--- src/rtl/fetch_ctrl.sv ---
// -----------------------------------------------------------------------------
// fetch_ctrl -- instruction-fetch stage sequencer
//
// Purpose:
//   Converts L1i miss/refill status, back-end back-pressure and branch/trap
//   redirect requests into the stall and flush controls used by the IF stage.
//   It generates the stall-episode start pulse and applies redirect priority
//   (a trap beats a branch). Redirects that arrive while a miss is outstanding
//   are held until the refill completes.
//
// Build option:
//   FETCH_PERF_CTR_EN - when defined, adds two saturating performance counters
//                       (miss stall cycles, issued redirects). When undefined,
//                       the counter outputs are tied to zero and no counter
//                       flops exist.
//
// Ports:
//   clk_i                 core clock
//   rst_ni                asynchronous active-low reset
//   clk_en_i              global clock enable; when 0 all state and outputs hold
//   l1i_miss_i            L1i miss for the current fetch address
//   l1i_refill_done_i     L1i refill complete (single-cycle pulse)
//   backend_stall_i       decode/back-end cannot accept an instruction
//   br_redirect_en_i      branch mispredict redirect request
//   br_redirect_addr_i    branch target
//   trap_redirect_en_i    trap/exception redirect request
//   trap_redirect_addr_i  trap vector
//   stall_o               {stallEn, start} to IF
//   flush_o               {flushEn, flushAddress[width-1:0]} to IF
//   miss_stall_cycles_o   perf counter: cycles spent waiting for a refill
//   redirect_count_o      perf counter: flush cycles issued
// -----------------------------------------------------------------------------
module fetch_ctrl #(
   parameter int width = 32,
   parameter int CTR_W = 32
) (
   input  logic             clk_i,
   input  logic             rst_ni,
   input  logic             clk_en_i,
   input  logic             l1i_miss_i,
   input  logic             l1i_refill_done_i,
   input  logic             backend_stall_i,
   input  logic             br_redirect_en_i,
   input  logic [width-1:0] br_redirect_addr_i,
   input  logic             trap_redirect_en_i,
   input  logic [width-1:0] trap_redirect_addr_i,
   output logic [1:0]       stall_o,
   output logic [width:0]   flush_o,
   output logic [CTR_W-1:0] miss_stall_cycles_o,
   output logic [CTR_W-1:0] redirect_count_o
);

   typedef enum logic [1:0] {
      RUN   = 2'd0,
      MISS  = 2'd1,
      REDIR = 2'd2
   } state_e;

   // Redirect targets are word aligned: bits [1:0] are always cleared.
   localparam logic [width-1:0] ALIGN_MASK = {{(width-2){1'b1}}, 2'b00};

   state_e             state_q, state_d;
   logic               stall_en_q, stall_en_d;
   logic               start_q, start_d;
   logic               flush_en_q, flush_en_d;
   logic [width-1:0]   flush_addr_q, flush_addr_d;

   // Redirect held while a miss is outstanding.
   logic               pend_valid_q, pend_valid_d;
   logic               pend_trap_q, pend_trap_d;
   logic [width-1:0]   pend_addr_q, pend_addr_d;

   logic               redir_req;
   logic [width-1:0]   br_addr_aligned;
   logic [width-1:0]   trap_addr_aligned;
   logic [width-1:0]   redir_sel;

   // Pending register after folding in this cycle's redirect requests.
   logic               merge_valid;
   logic               merge_trap;
   logic [width-1:0]   merge_addr;

   assign br_addr_aligned   = br_redirect_addr_i & ALIGN_MASK;
   assign trap_addr_aligned = trap_redirect_addr_i & ALIGN_MASK;
   assign redir_req         = br_redirect_en_i | trap_redirect_en_i;
   assign redir_sel         = trap_redirect_en_i ? trap_addr_aligned : br_addr_aligned;

   // A trap always replaces the held redirect; a branch may only replace a
   // held branch, so a pending trap can never be lost to a later branch.
   always_comb begin
      merge_valid = pend_valid_q;
      merge_trap  = pend_trap_q;
      merge_addr  = pend_addr_q;
      if (trap_redirect_en_i) begin
         merge_valid = 1'b1;
         merge_trap  = 1'b1;
         merge_addr  = trap_addr_aligned;
      end else if (br_redirect_en_i && !(pend_valid_q && pend_trap_q)) begin
         merge_valid = 1'b1;
         merge_trap  = 1'b0;
         merge_addr  = br_addr_aligned;
      end
   end

   // Next-state and next-output logic. All outputs are registered, so the
   // values computed here appear on the ports in the following cycle.
   always_comb begin
      state_d      = state_q;
      stall_en_d   = 1'b0;
      start_d      = 1'b0;
      flush_en_d   = 1'b0;
      flush_addr_d = flush_addr_q;
      pend_valid_d = pend_valid_q;
      pend_trap_d  = pend_trap_q;
      pend_addr_d  = pend_addr_q;

      unique case (state_q)
         RUN, REDIR: begin
            // Nothing can be pending outside MISS.
            pend_valid_d = 1'b0;
            pend_trap_d  = 1'b0;
            if (redir_req) begin
               // stallEn accompanies flushEn so IF loads the new address.
               state_d      = REDIR;
               flush_en_d   = 1'b1;
               flush_addr_d = redir_sel;
               stall_en_d   = 1'b1;
            end else if ((state_q == RUN) && l1i_miss_i) begin
               // A miss seen during REDIR belongs to the squashed address.
               // The start pulse is suppressed only if start was already
               // high this cycle, so start never lasts two cycles.
               state_d    = MISS;
               stall_en_d = 1'b1;
               start_d    = !start_q;
            end else if (backend_stall_i) begin
               state_d    = RUN;
               stall_en_d = 1'b1;
               start_d    = !stall_en_q;
            end else begin
               state_d    = RUN;
            end
         end

         MISS: begin
            if (l1i_refill_done_i) begin
               // Any redirect arriving with the refill was folded into
               // merge_* first, so it is honoured here.
               pend_valid_d = 1'b0;
               pend_trap_d  = 1'b0;
               if (merge_valid) begin
                  state_d      = REDIR;
                  flush_en_d   = 1'b1;
                  flush_addr_d = merge_addr;
                  stall_en_d   = 1'b1;
               end else begin
                  state_d    = RUN;
                  stall_en_d = backend_stall_i;
               end
            end else begin
               pend_valid_d = merge_valid;
               pend_trap_d  = merge_trap;
               pend_addr_d  = merge_addr;
               stall_en_d   = 1'b1;
            end
         end

         default: begin
            state_d      = RUN;
            pend_valid_d = 1'b0;
            pend_trap_d  = 1'b0;
         end
      endcase
   end

   always_ff @(posedge clk_i or negedge rst_ni) begin
      if (!rst_ni) begin
         state_q      <= RUN;
         stall_en_q   <= 1'b0;
         start_q      <= 1'b0;
         flush_en_q   <= 1'b0;
         flush_addr_q <= '0;
         pend_valid_q <= 1'b0;
         pend_trap_q  <= 1'b0;
         pend_addr_q  <= '0;
      end else if (clk_en_i) begin
         state_q      <= state_d;
         stall_en_q   <= stall_en_d;
         start_q      <= start_d;
         flush_en_q   <= flush_en_d;
         flush_addr_q <= flush_addr_d;
         pend_valid_q <= pend_valid_d;
         pend_trap_q  <= pend_trap_d;
         pend_addr_q  <= pend_addr_d;
      end
   end

   assign stall_o = {stall_en_q, start_q};
   assign flush_o = {flush_en_q, flush_addr_q};

`ifdef FETCH_PERF_CTR_EN
   localparam logic [CTR_W-1:0] CTR_ONE = {{(CTR_W-1){1'b0}}, 1'b1};
   localparam logic [CTR_W-1:0] CTR_MAX = {CTR_W{1'b1}};

   logic [CTR_W-1:0] miss_cnt_q;
   logic [CTR_W-1:0] redir_cnt_q;

   // Each counter samples the cycle that is just ending: a MISS cycle or a
   // cycle in which flushEn was presented to IF. Both stick at all-ones.
   always_ff @(posedge clk_i or negedge rst_ni) begin
      if (!rst_ni) begin
         miss_cnt_q  <= '0;
         redir_cnt_q <= '0;
      end else if (clk_en_i) begin
         if ((state_q == MISS) && (miss_cnt_q != CTR_MAX)) begin
            miss_cnt_q <= miss_cnt_q + CTR_ONE;
         end
         if (flush_en_q && (redir_cnt_q != CTR_MAX)) begin
            redir_cnt_q <= redir_cnt_q + CTR_ONE;
         end
      end
   end

   assign miss_stall_cycles_o = miss_cnt_q;
   assign redirect_count_o    = redir_cnt_q;
`else
   assign miss_stall_cycles_o = '0;
   assign redirect_count_o    = '0;
`endif

endmodule

--- config.mk ---
export PLATFORM = sky130hd
export DESIGN_NAME = fetch_ctrl
export DESIGN_NICKNAME = d
export VERILOG_FILES = /design/src/rtl/fetch_ctrl.sv
export SDC_FILE = /design/constraint.sdc
export NUM_CORES = 1
export LEC_CHECK = 0
export ABC_CLOCK_PERIOD_IN_PS = 2660
export CAP_MARGIN = 40
export CORE_MARGIN = 10
export CORE_UTILIZATION = 39
export CTS_CLUSTER_DIAMETER = 40
export DETAILED_ROUTE_END_ITERATION = 8
export PLACE_DENSITY = 0.75
export SYNTH_ARGS = -nofsm -noshare
export SYNTH_HDL_FRONTEND = slang
export SYNTH_SLANG_ARGS = --single-unit
--- constraint.sdc ---
create_clock -name clk_i -period 2.66 [get_ports clk_i]
set_input_delay 0.399 -clock clk_i [delete_from_list [all_inputs] [get_ports clk_i]]
set_output_delay 0.399 -clock clk_i [all_outputs]
set_load 0.05 [all_outputs]
==> results.yml, run 1 <==
critical_path:
  cp_slowest_cell: "clkdlybuf4s50_1"
  cp.arrival_ns: 1.57
  r2r_slack_ns: 0.87
  critPathTopFamily: "buffers and inverters"
  crit_path_end_kind: "primary output"
  cp.required_ns: 2.26
  startpoint_type: "flop"
  worst_path_largest_cell_delay_ns: 0.83
  crit_fanout: 2
  cp_cell_sequence: "clkdlybuf4s50_1"
  crit_type: "reg -> out"
  critPathBufInv: 1
finish:
  drive_above_1_share_pct: 8.144
  final_cell_mix: "clkdlybuf4s50_1 (100), dfrtp_1 (71), conb_1 (64), o22ai_1 (60), nand2_1 (37)"
  register_area_um2: 1777
  antenna_cells: 0
  fin_cells: 664
  n_fill_cell: 947
  post-route-util_pct: 51.30
  final_common_cell: "clkdlybuf4s50_1"
  nets: 595
  area_growth_pct: 29.08
  multi_input_area_um2: 1858
yosys:
  synth_cell_types: 36
  avgSynthCellArea_um2: 9.457
  synth-edff-count: 0
  yosys_warnings: 0
  synth_area_um2: 4066
  synthCells: 430
  ys_ff_latch: 71
  async_flop_share_pct: 100.0
  ys_seq_area_share_pct: 43.69
  ys.flop_type: "dfrtp_1"
sta:
  period_share_pct: 74.12
  timing.fmax_ghz: 0.5072
  worst-slew-pin-transition_ns: 0.5310
  slew_headroom_pct: 64.49
  fin_setup_tns_ns: 0
  setup_viol: 0
  rsz0062_at_grt: "false"
  period_needed_ns: 1.972
  maxSlewViolCount: 0
  report.final.hold_viol_count: 0
  worst_clock_skew_ns: 0.01390
clock_network:
  cts-root-buf: "clkbuf_8"
  cts_max_path_buffers: 2
  tritoncts: "yes"
  cts_resized: 0
  numCtsBuffers: 9
  postCtsSetupBuffers: 0
  htree_levels: 3
  clk_pin_slew_ns: 0.07
  cts.sink_count: 71
  worst_skew_pair.late_latency_ns: 0.35
power_and_ir_drop:
  p_leak_nw: 2.442
  p_comb_share_pct: 31.7
  p_per_area_nw_per_um2: 642.7
  switching_share_pct: 35.77
  p_clk_share_pct: 31.4
  power_frac_seq_pct: 36.9
  p_int_mw: 2.167
  p_switching_mw: 1.207
  max-vdd-ir-drop_mv: 0.3192
global_routing:
  grt_antenna_before_repair: 0
  first_global_vias: 3828
  grt_max_degree: 53
  grt_pass1_wl_mm: 19.09
  grt_overflow_total: 0
  track_usage_pct: 15.70
floorplan:
  start_util_pct: 39.75
  rows: 37
  core_area_um2: 10230
  dieArea_um2: 14910
  ios: 171
  die_w_um: 122.1
  die_h_um: 122.1
placement:
  dp_hpwl_mm: 8.637
  dp.cells: 647
  gp_congestion: 0.7982
  port_buffers: 102
detailed_routing:
  vias_per_cell: 5.214
  drtIter0Drc: 243
  vias: 3462
  wire_per_inst_um: 18.19
  drc: 0
  routed_wl_mm: 12.08
  drtAntennaViolNets: 0
  first_pass_iters: 6
job:
  cap_viol_max_count: 0
min_path:
  holdCritPathClass: "in -> async"
outcome:
  status: "finished clean"
## state kept, by name, indices dropped and copies added, names as in the netlist
signal / cells
pend_addr_q: 32
stall_en_q: 1
flush_addr_q: 32
start_q: 1
state_q: 2
flush_en_q: 1
pend_valid_q: 1
pend_trap_q: 1
## layout make-up
cell class | instances | area share [%]
clock buffer | 11 | 2.694
clock inverter | 5 | 2.002
inverter | 5 | 0.3576
multi-input combinational | 315 | 35.40
sequential | 71 | 33.85
tap | 136 | 3.242
timing repair buffer | 121 | 22.46
## metal layers
metal / GRT usage [%] / vias to the layer above / routed length (um)
li1: - / 1624 / -
met4: 5.817 / 0 / 175
met1: 18.07 / 1648 / 4731
met5: 0 / - / 0
met2: 26.78 / 174 / 6074
met3: 4.949 / 16 / 1094
## synth_stat cells, types with 2 or more instances
master / n / area, um^2
and2_1: 2 / 12.51
buf_6: 4 / 45.04
nand3_1: 31 / 155.2
a21oi_1: 33 / 165.2
buf_4: 68 / 510.5
mux2i_1: 31 / 310.3
inv_1: 3 / 11.26
o211ai_1: 30 / 225.2
a22o_1: 3 / 26.28
dfrtp_1: 71 / 1777
clkbuf_1: 19 / 71.32
buf_2: 11 / 55.05
o22ai_1: 60 / 375.4
o21ai_0: 5 / 25.02
nand2_1: 37 / 138.9
o21ai_1: 2 / 10.01
## final timing paths
kind / start / to / depth (start not counted)
min in group clk_i: flush_en_q / flush_en_q / 1
worst min-delay path: rst_ni / flush_addr_q[20] / 2
max in group asynchronous: rst_ni / pend_addr_q[8] / 3
worst min register to register: flush_en_q / flush_en_q / 1
worst max-delay path: flush_addr_q[18] / flush_o[18] / 1
worst max register to register: state_q[0] / flush_addr_q[25] / 5
## logic make-up (layout without fill, tap and decap cells)
| kind of cell | after synthesis | after routing | share of synthesized area [%] |
|---|---|---|---|
| compound gates | 138 | 138 | 21.57 |
| buf+inv | 107 | 142 | 17.23 |
| simple gates | 82 | 82 | 9.785 |
| flops | 71 | 71 | 43.69 |
| mux | 31 | 31 | 7.631 |
| other cells | 1 | 64 | 0.09222 |
## repair_timing
item                                   4_1_cts  5_1_grt
setup endpoints to repair                    0        0
hold buffers                                 1        0
endpoints found under the hold margin       19        0
## power by group through the flow
stage	Combinational (mW)	Clock, mW	Sequential [mW]
2_1_floorplan	0.510	0	1.52
3_3_place_gp	1.05	0	1.26
3_5_place_dp	1.07	0	1.27
4_1_cts	1.07	1.08	1.25
5_1_grt	1.13	1.12	1.26
6_report	1.07	1.06	1.25
## metrics by stage
stage                     total power [mW]  area (um^2)  setup slack, ns  hold slack (ns)
after global routing                 3.518         5249           0.6273           0.5105
after global placement               2.311         4965           0.4533           0.4706
after floorplan                      2.026         4303            1.074           0.1034
after CTS                            3.402         5249           0.6557           0.4680
final                                3.374         5249           0.6884           0.4774
after detailed placement             2.335         4992           0.3971           0.3053
(Power assumes the default switching activity.)
==> inputs of run 2 (changes only) <==
ABC_CLOCK_PERIOD_IN_PS = 1600   (was 2660)
PLACE_DENSITY = 0.78   (was 0.75)
clock period = 1.6 ns   (was 2.66 ns; I/O delays follow)
==> run 2 against run 1 <==
Routed wire length rose by 3.8%. Sequential share of layout area fell by 1.2 points. Via count rose by 5.1%. Clock-buffer cell count fell by 2. Sequential power rose by 66%. Hold slack got worse by 0.13 ns. Worst setup slack got worse by 0.64 ns. Critical path depth rose by 5. Critical path type is now reg -> reg.
==> results.yml, run 2 (synthesis gave the netlist of run 1 again) <==
finish:
  area_growth_pct: 33.82
  antenna_cells: 0
  top_regs: "flush_addr_q: 32 flops, pend_addr_q: 32 flops, state_q: 2 flops"
  final_common_cell: "dfrtp_1"
  final_cell_mix: "dfrtp_1 (70), conb_1 (64), clkdlybuf4s50_1 (64), buf_4 (62), o22ai_1 (56)"
  final_area_um2: 5441
  nets: 614
  n_fill_cell: 921
  drive_above_1_share_pct: 19.20
floorplan:
  core_area_um2: 10230
  die_h_um: 122.1
  start_util_pct: 39.75
  rows: 37
  die_w_um: 122.1
  ios: 171
  dieArea_um2: 14910
critical_path:
  crit_path_end_kind: "flop"
  startpoint_type: "flop"
  cp_cell_sequence: "buf_4 -> inv_2 -> or3_4 -> buf_12 -> mux2i_1 -> o211ai_1"
  worst_path_largest_cell_delay_ns: 0.41
  crit_fanout: 18
  cp.required_ns: 1.82
  cp_slowest_cell: "or3_4"
  reg2regPathDepth: 6
  cp.arrival_ns: 1.77
  crit_type: "reg -> reg"
global_routing:
  grt_antenna_before_repair: 0
  first_global_vias: 3769
  grt_pass1_wl_mm: 19.35
  grt_max_degree: 37
  track_usage_pct: 15.87
  grt_overflow_total: 0
detailed_routing:
  vias: 3639
  vias_per_cell: 5.328
  drc: 0
  dr_wl_met3_um: 952
  routed_wl_mm: 12.53
  top_layer: "met4"
  drtAntennaViolNets: 0
  dr_wl_met2_mm: 6.309
  wl_met1_mm: 5.168
  drtIter0Drc: 273
  first_pass_iters: 4
  wire_per_inst_um: 18.35
sta:
  period_share_pct: 96.86
  period_needed_ns: 1.550
  setup_ws_ns: 0.05021
  setup_viol: 0
  maxSlewViolCount: 0
  worst_clock_skew_ns: 0.01325
  timing.fmax_ghz: 0.6452
  report.final.hold_viol_count: 0
  rsz0062_at_grt: "true"
  hold_ws_ns: 0.3451
clock_network:
  numCtsBuffers: 9
  tritoncts: "yes"
  cts_max_path_buffers: 2
  cts-root-buf: "clkbuf_8"
  worst_skew_pair.late_latency_ns: 0.35
  clk_pin_slew_ns: 0.09
  htree_levels: 3
  cts.sink_count: 71
power_and_ir_drop:
  max-vdd-ir-drop_mv: 0.5280
  p_per_area_nw_per_um2: 1040
  p_leak_nw: 2.641
job:
  cap_viol_max_count: 0
outcome:
  status: "finished clean"
placement:
  port_buffers: 102
  gp_congestion: 0.8273
  dpl-instance-area_um2: 5070
  dp_hpwl_mm: 9.037
  dp_slack_ns: -0.3707
min_path:
  holdCritPathClass: "in -> async"
==> run 2: cell count changes in the layout (fill, tap and decap cells not counted), sizes merged <==
cell	previous run	this run
buf	20	73
clkbuf	11	10
clkdlybuf4s50	100	64
clkinv	1	3
clkinvlp	2	1
dlymetal6s2s	0	1
inv	4	5
==> run 2: area by class of cell <==
cell class	instances	area [um^2]	share of cell area (%)
Multi-Input combinational cell	315	1898	34.88
Sequential cell	71	1778	32.67
Timing Repair Buffer	140	1333	24.49
Tap cell	136	170.2	3.127
Clock buffer	9	123.9	2.276
Clock inverter	7	120.1	2.207
Inverter	5	18.77	0.3449
==> run 2: per-layer routing <==
layer | track usage (%) | vias up
met1 | 19.19 | 1785
met5 | 0 | -
met3 | 4.718 | 15
met4 | 3.903 | 0
li1 | - | 1674
met2 | 27.09 | 165
==> run 2: worst max-delay path: cells and delay by family (launching register included) <==
kind | cells | cell delay (ns)
and+or+nand+nor | 1 | 0.41
DFF | 1 | 0.38
buffers and inverters | 3 | 0.33
muxes | 1 | 0.18
AOI/OAI and AO/OA | 1 | 0.11
==> run 2: path summary, 6_finish.rpt <==
check	start	slack, ns	to
worst max-delay path	state_q[0]	0.05	flush_addr_q[5]
worst min-delay path	rst_ni	0.35	flush_addr_q[25]
worst max register to register	state_q[0]	0.05	flush_addr_q[5]
worst min register to register	pend_addr_q[0]	0.50	flush_addr_q[0]
max in group asynchronous	rst_ni	0.70	pend_addr_q[1]
min in group clk_i	l1i_refill_done_i	0.39	state_q[0]
==> run 2: what timing repair did <==
| action | in CTS | in global routing |
|---|---|---|
| hold buffers | 1 | 0 |
| pin swaps | 0 | 1 |
| resized for setup | 2 | 11 |
| buffers inserted | 1 | 4 |
| setup endpoints to repair | 24 | 60 |
| endpoints found under the hold margin | 26 | 0 |
| gates cloned | 0 | 1 |
==> run 2: per-stage QoR <==
stage          util (%)  total power [mW]  std cells  TNS (ns)
3_3_place_gp      49.55             3.858        660    -19.31
2_1_floorplan         -             3.368        493         0
6_report          53.19             5.658        683         0
5_1_grt           53.19             5.892        683  -0.09217
3_5_place_dp      49.55             3.891        660    -21.21
4_1_cts           52.16             5.660        678         0
==> run 2: report_power, final <==
group / internal (mW) / switching [mW]
clock: 1.04 / 0.721
combinational: 0.583 / 1.24
sequential: 1.96 / 0.111
total: 3.58 / 2.08
